**src/rtl/mem_wb_stage.sv**
```systemverilog
// MEM/WB stage: buffers up to two selected results and drains them to the
// register file as one (word) or two (double) write beats.
module mem_wb_stage #(
  parameter int REG_W  = 32,
  parameter int DEST_W = 5
) (
  input  logic              clk,
  input  logic              rst_n,
  input  logic              in_valid,
  output logic              in_ready,
  input  logic [63:0]       mem_result,
  input  logic [63:0]       alu_result,
  input  logic [DEST_W-1:0] dest,
  input  logic              reg_write,
  input  logic              mem_to_reg,
  input  logic              is_double,
  input  logic              flush,
  output logic              wb_valid,
  input  logic              wb_ready,
  output logic [REG_W-1:0]  wb_data,
  output logic [DEST_W-1:0] wb_dest,
  output logic              wb_we,
  output logic              busy
);

  typedef enum logic [1:0] {
    IDLE  = 2'd0,
    BEAT0 = 2'd1,
    BEAT1 = 2'd2
  } state_t;

  typedef struct packed {
    logic [63:0]       data;
    logic [DEST_W-1:0] dest;
    logic              dbl;
  } entry_t;

  state_t             state_r;
  state_t             state_next_s;
  entry_t             mem_r [2];
  logic [1:0]         count_r;
  logic [1:0]         count_next_s;
  logic [1:0]         count_after_pop_s;
  logic               wr_ptr_r;
  logic               rd_ptr_r;
  logic               rd_ptr_next_s;
  entry_t             head_s;
  entry_t             head_next_s;
  entry_t             new_entry_s;
  logic               push_s;
  logic               pop_s;
  logic               hs_s;
  logic               wb_valid_r;
  logic               wb_valid_next_s;
  logic [REG_W-1:0]   wb_data_r;
  logic [REG_W-1:0]   wb_data_next_s;
  logic [DEST_W-1:0]  wb_dest_r;
  logic [DEST_W-1:0]  wb_dest_next_s;
  logic               wb_we_r;
  logic               wb_we_next_s;
  logic               busy_r;
  logic               busy_next_s;
  logic               in_ready_r;
  logic               in_ready_next_s;

  assign head_s = mem_r[rd_ptr_r];
  assign hs_s   = wb_valid_r && wb_ready;
  // Only beats that finish an entry release it; BEAT0 of a double keeps it.
  assign pop_s  = hs_s && (((state_r == BEAT0) && !head_s.dbl) || (state_r == BEAT1));
  assign push_s = in_valid && in_ready_r && !flush && reg_write;

  // Next-state, FIFO bookkeeping and next output values for the registered outputs.
  always_comb begin
    new_entry_s.data  = mem_to_reg ? mem_result : alu_result;
    new_entry_s.dest  = dest;
    new_entry_s.dbl   = is_double;
    count_after_pop_s = count_r - {1'b0, pop_s};
    count_next_s      = count_after_pop_s + {1'b0, push_s};
    rd_ptr_next_s     = rd_ptr_r ^ pop_s;
    state_next_s      = state_r;

    case (state_r)
      IDLE: begin
        if (count_next_s != 2'd0) state_next_s = BEAT0;
        else                      state_next_s = IDLE;
      end
      BEAT0: begin
        if (hs_s) begin
          if (head_s.dbl)                state_next_s = BEAT1;
          else if (count_next_s != 2'd0) state_next_s = BEAT0;
          else                           state_next_s = IDLE;
        end else begin
          state_next_s = BEAT0;
        end
      end
      BEAT1: begin
        if (hs_s) begin
          if (count_next_s != 2'd0) state_next_s = BEAT0;
          else                      state_next_s = IDLE;
        end else begin
          state_next_s = BEAT1;
        end
      end
      default: state_next_s = IDLE;
    endcase

    if (flush) begin
      count_next_s = 2'd0;
      state_next_s = IDLE;
    end else begin
      count_next_s = count_next_s;
    end

    // A push into an otherwise-empty FIFO becomes the head immediately.
    if (push_s && (count_after_pop_s == 2'd0)) head_next_s = new_entry_s;
    else                                       head_next_s = mem_r[rd_ptr_next_s];

    case (state_next_s)
      BEAT0: begin
        wb_data_next_s = REG_W'(head_next_s.data[31:0]);
        wb_dest_next_s = head_next_s.dest;
      end
      BEAT1: begin
        wb_data_next_s = REG_W'(head_next_s.data[63:32]);
        wb_dest_next_s = head_next_s.dest + DEST_W'(1);
      end
      default: begin
        wb_data_next_s = '0;
        wb_dest_next_s = '0;
      end
    endcase

    wb_valid_next_s = (state_next_s != IDLE);
    wb_we_next_s    = wb_valid_next_s && (wb_dest_next_s != '0);
    busy_next_s     = (count_next_s != 2'd0) || (state_next_s != IDLE);
    in_ready_next_s = (count_next_s < 2'd2);
  end

  // State, FIFO storage/pointers and registered outputs.
  always_ff @(posedge clk or negedge rst_n) begin
    if (!rst_n) begin
      state_r    <= IDLE;
      count_r    <= 2'd0;
      wr_ptr_r   <= 1'b0;
      rd_ptr_r   <= 1'b0;
      mem_r[0]   <= '0;
      mem_r[1]   <= '0;
      wb_valid_r <= 1'b0;
      wb_data_r  <= '0;
      wb_dest_r  <= '0;
      wb_we_r    <= 1'b0;
      busy_r     <= 1'b0;
      in_ready_r <= 1'b1;
    end else begin
      state_r    <= state_next_s;
      count_r    <= count_next_s;
      wb_valid_r <= wb_valid_next_s;
      wb_data_r  <= wb_data_next_s;
      wb_dest_r  <= wb_dest_next_s;
      wb_we_r    <= wb_we_next_s;
      busy_r     <= busy_next_s;
      in_ready_r <= in_ready_next_s;
      if (flush) begin
        wr_ptr_r <= 1'b0;
        rd_ptr_r <= 1'b0;
      end else begin
        rd_ptr_r <= rd_ptr_next_s;
        if (push_s) begin
          mem_r[wr_ptr_r] <= new_entry_s;
          wr_ptr_r        <= ~wr_ptr_r;
        end else begin
          wr_ptr_r <= wr_ptr_r;
        end
      end
    end
  end

  assign in_ready = in_ready_r;
  assign wb_valid = wb_valid_r;
  assign wb_data  = wb_data_r;
  assign wb_dest  = wb_dest_r;
  assign wb_we    = wb_we_r;
  assign busy     = busy_r;

endmodule

```
**config.mk**
```make
export PLATFORM = sky130hd
export DESIGN_NAME = mem_wb_stage
export DESIGN_NICKNAME = d
export VERILOG_FILES = /design/src/rtl/mem_wb_stage.sv
export SDC_FILE = /design/constraint.sdc
export NUM_CORES = 1
export LEC_CHECK = 0
export CAP_MARGIN = 20
export CORE_AREA = 2 2 103 204
export CTS_BUF_LIST = sky130_fd_sc_hd__clkbuf_4 sky130_fd_sc_hd__clkbuf_8 sky130_fd_sc_hd__clkbuf_16
export CTS_CLUSTER_SIZE = 12
export DETAILED_ROUTE_END_ITERATION = 10
export DIE_AREA = 0 0 105 206
export GPL_TIMING_DRIVEN = 0
export MAX_ROUTING_LAYER = met4
export PLACE_DENSITY = 0.66
export SYNTH_ARGS = -nofsm -noshare
export SYNTH_HDL_FRONTEND = slang
export SYNTH_SLANG_ARGS = --single-unit
```
**constraint.sdc**
```tcl
create_clock -name clk -period 3.7 [get_ports clk]
set_clock_uncertainty 0.1 [all_clocks]
set_input_delay 0.37 -clock clk [delete_from_list [all_inputs] [get_ports clk]]
set_output_delay 0.37 -clock clk [all_outputs]
set_load 0.05 [all_outputs]
```
==> results.yml <==
floorplanning:
  die_w_um: 105
  rows: 74
  dieHeight_um: 206
  core-area_mm2: 0.02018
  dieArea_mm2: 0.02163
  start_util_pct: 43.90
  io_pins: 182
worst_hold_path:
  hold_class: "reg2reg"
  hold_end: "mem_r[30]"
  hold_path_depth: 2
  hp-start: "mem_r[30]"
power:
  power_density_mw_per_mm2: 530.8
  p_comb_share_pct: 26.1
  p_int_w: 0.004175
  power.switching_w: 0.002013
  ir_drop_uv: 287.2
  p_leak_nw: 5.574
  clkPwrFrac_pct: 29.1
  switching_share_pct: 32.54
  seq_power_share_pct: 44.8
worst_setup_path:
  crit_buf_inv: 4
  reg2regPathDepth: 14
  rrSetupSlack_ns: 0.17
  critPathKind: "reg2reg"
  max_stage_delay_ns: 0.63
  path_cells: "mux2_4, o22ai_4, ha_1, inv_1, ha_1, xor2_1, inv_1, o22ai_1, a21o_1, ha_1, inv_1, clkbuf_1, o221ai_1, and3_1"
  timing.rr.start: "rd_ptr_r"
  r2r_end: "wb_data[17]"
  cp_slowest_cell: "clkbuf_1"
  cp_max_fo: 10
  arrival_ns: 3.75
  cp-end-kind: "flip-flop"
  startpoint_type: "flip-flop"
  critPathTopFamily: "buffers and inverters"
  crit_required_ns: 3.91
sta:
  fin_crit_sh_pct: 95.53
  finalSetupViolCount: 0
  final-hold-violation-count: 0
  slew_headroom_pct: 31.24
  rsz0062_at_grt: "true"
  fin_ws_ns: 0.1653
  slew_violations: 0
  max_freq_mhz: 282.9
  setup_tns_ns: 0
  worst_pin_slew_ns: 1.031
  hold_ws_ns: 0.3805
  fin_crit_ns: 3.535
grt:
  grt_usage_pct: 27.63
  overflow: 0
  grt_pass1_vias: 7665
  grt_pass1_wl_um: 43770
  grt_max_degree: 112
  antenna_found_initial: 0
synthesis:
  ys_types: 44
  synth-seq-area-share_pct: 52.82
  syn_area_per_cell_um2: 10.68
  async_flop_share_pct: 100.0
  synthCells: 830
  yosys-top-cells-area: "dfrtp_1 53%, mux2i_1 15%, o221ai_1 6.3%"
  syn_area_mm2: 0.008861
  ys_warn_count: 0
  synth_edf_count: 0
  ys_seq_elements: 187
  syn-num-nets: 977
  ys.flop_type: "dfrtp_1"
  netlist.area_leader.share_pct: 52.53
  synth_top_area_cell: "dfrtp_1"
routing:
  drtAntennaViolNets: 0
  wl_per_cell_um: 21.87
  drt_iter0_drc: 543
  vias: 7643
  drc: 0
  first_pass_iters: 5
  wl_um: 28680
  routed_via_density: 5.830
place:
  hpwl_um: 19800
  dpl_worst_slack_ns: -0.7900
  gp_congestion: 0.9010
  port-buffer-count: 180
cts:
  clockBufferDepth: 2
  cts_tree: "built"
  cts_inserted_buffers: 17
  clk_pin_slew_ns: 0.07
  worstSkewPairLatency_ns: 0.44
  cts_max_level: 4
  clock_sinks: 187
  root_buffer: "clkbuf_16"
cells_and_area:
  seq_area_mm2: 0.004682
  diodes: 0
  area_growth_pct: 31.57
  multi_input_area_mm2: 0.003854
  layout-drive-gt1-share_pct: 7.847
  fin_nets: 1179
  fillers: 1823
outcome:
  outcome: "completed"
run:
  cap_violations: 0
-- stage by stage --
stage                     cell area (um2)  power (W)  utilization [%]  instances
final                               11660   0.006188            57.76       1311
after global routing                11660   0.006470            57.76       1311
after CTS                           11640   0.006176            57.65       1309
after detailed placement            11030   0.004380            54.64       1277
after global placement              11000   0.004317            54.48       1276
after floorplan                      8861   0.003759                -        830
-- registers in the layout, summed over array words and instances (netlist names) --
| register | count |
|---|---|
| mem_r | 140 |
| wb_data | 32 |
| wb_dest | 5 |
| count_r | 2 |
| state_r | 2 |
| busy | 1 |
| in_ready | 1 |
| rd_ptr_r | 1 |
| wb_valid | 1 |
| wb_we | 1 |
| wr_ptr_r | 1 |
-- worst reg2reg max path: cells and delay by family (launching register included) --
kind / cells / cell delay [ns]
xor gates and xnor gates: 1 / 0.17
adders and majority gates: 3 / 0.59
AOI/OAI and AO/OA: 4 / 0.68
DFF: 1 / 0.45
muxes: 1 / 0.34
and+or+nand+nor: 1 / 0.24
buffers and inverters: 4 / 0.83
-- timing repair --
action	4_1_cts	5_1_grt
pin swaps	0	2
endpoints found under the setup margin	33	34
hold buffers	1	0
hold endpoints to repair	75	0
buffers inserted	0	2
gates resized for setup	18	10
-- synthesized netlist by cell type (2+ instances only) --
library cell and count:
clkbuf_1 54, mux2_2 12, o21ai_0 64, inv_1 12
buf_2 2, nand2b_1 2, nor2b_1 2, mux2_4 2
a21oi_2 2, dfrtp_1 186, nor2_1 72, a21oi_1 68
ha_1 6, o221ai_1 64, a21o_1 3, nand2_1 71
and3_1 33, and2_1 2, mux2i_1 134, o22ai_1 2
or2_2 2, buf_1 9, buf_4 5
-- cells in the final DEF (no fill, tap or decap), types with 3 or more instances in the layout --
master,count
nand2_1,71
a21oi_1,68
clkbuf_1,43
buf_2,4
mux2i_1,134
buf_4,11
inv_1,12
and3_1,33
inv_6,7
nor2_1,72
clkdlybuf4s50_1,179
ha_1,5
clkbuf_16,17
dfrtp_1,185
a21o_1,3
clkbuf_2,5
mux2_2,12
o221ai_1,64
buf_1,6
clkinvlp_4,4
o21ai_0,64
-- power groups by stage --
stage	logic [W]	registers (W)	clock network, W
final	0.00161	0.00277	0.00180
after CTS	0.00160	0.00277	0.00181
after global routing	0.00176	0.00282	0.00189
after detailed placement	0.00158	0.00280	0
after global placement	0.00153	0.00278	0
after floorplan	0.000862	0.00290	0
-- logic make-up after synthesis --
| family | share of synthesized area [%] |
|---|---|
| AO/OA/AOI/OAI | 15.31 |
| XOR/XNOR | 0.5084 |
| adder cells (fa/ha/maj) | 0.8472 |
| buffers and inverters | 3.714 |
| flip-flops | 52.82 |
| multiplexers | 17.00 |
| AND/OR/NAND/NOR | 9.800 |
-- how the worst max path moves through the flow --
| stage | slack (ns) | from | to | cells past startpoint |
|---|---|---|---|---|
| floorplan | 0.19 | wb_valid | wb_data[0] | 16 |
| global placement | -5.49 | rst_n | mem_r[14] | 1 |
| detailed placement | -0.79 | wb_ready | wb_data[16] | 17 |
| CTS | 0.001 | rd_ptr_r | wb_data[16] | 15 |
| global route | -0.05 | state_r[1] | wb_we | 15 |
| finish | 0.17 | rd_ptr_r | wb_data[17] | 14 |
-- layer usage --
layer / up-vias / GRT usage [%] / part of all wire (%)
met5: - / - / 0
met4: 0 / 13.81 / 4.4
met3: 79 / 5.046 / 7.5
met2: 422 / 44.41 / 48
met1: 3742 / 33.49 / 40
li1: 3400 / - / -
-- final cells by class --
type / count / share of cell area [%]
multi-input combinational: 561 / 33.05
timing repair buffer: 184 / 15.95
clock buffer: 18 / 3.713
buffer: 69 / 2.726
clock inverter: 14 / 1.159
inverter: 12 / 0.3863
tap: 266 / 2.855
sequential: 187 / 40.16
No activity file was read; power rests on OpenSTA's default activity.
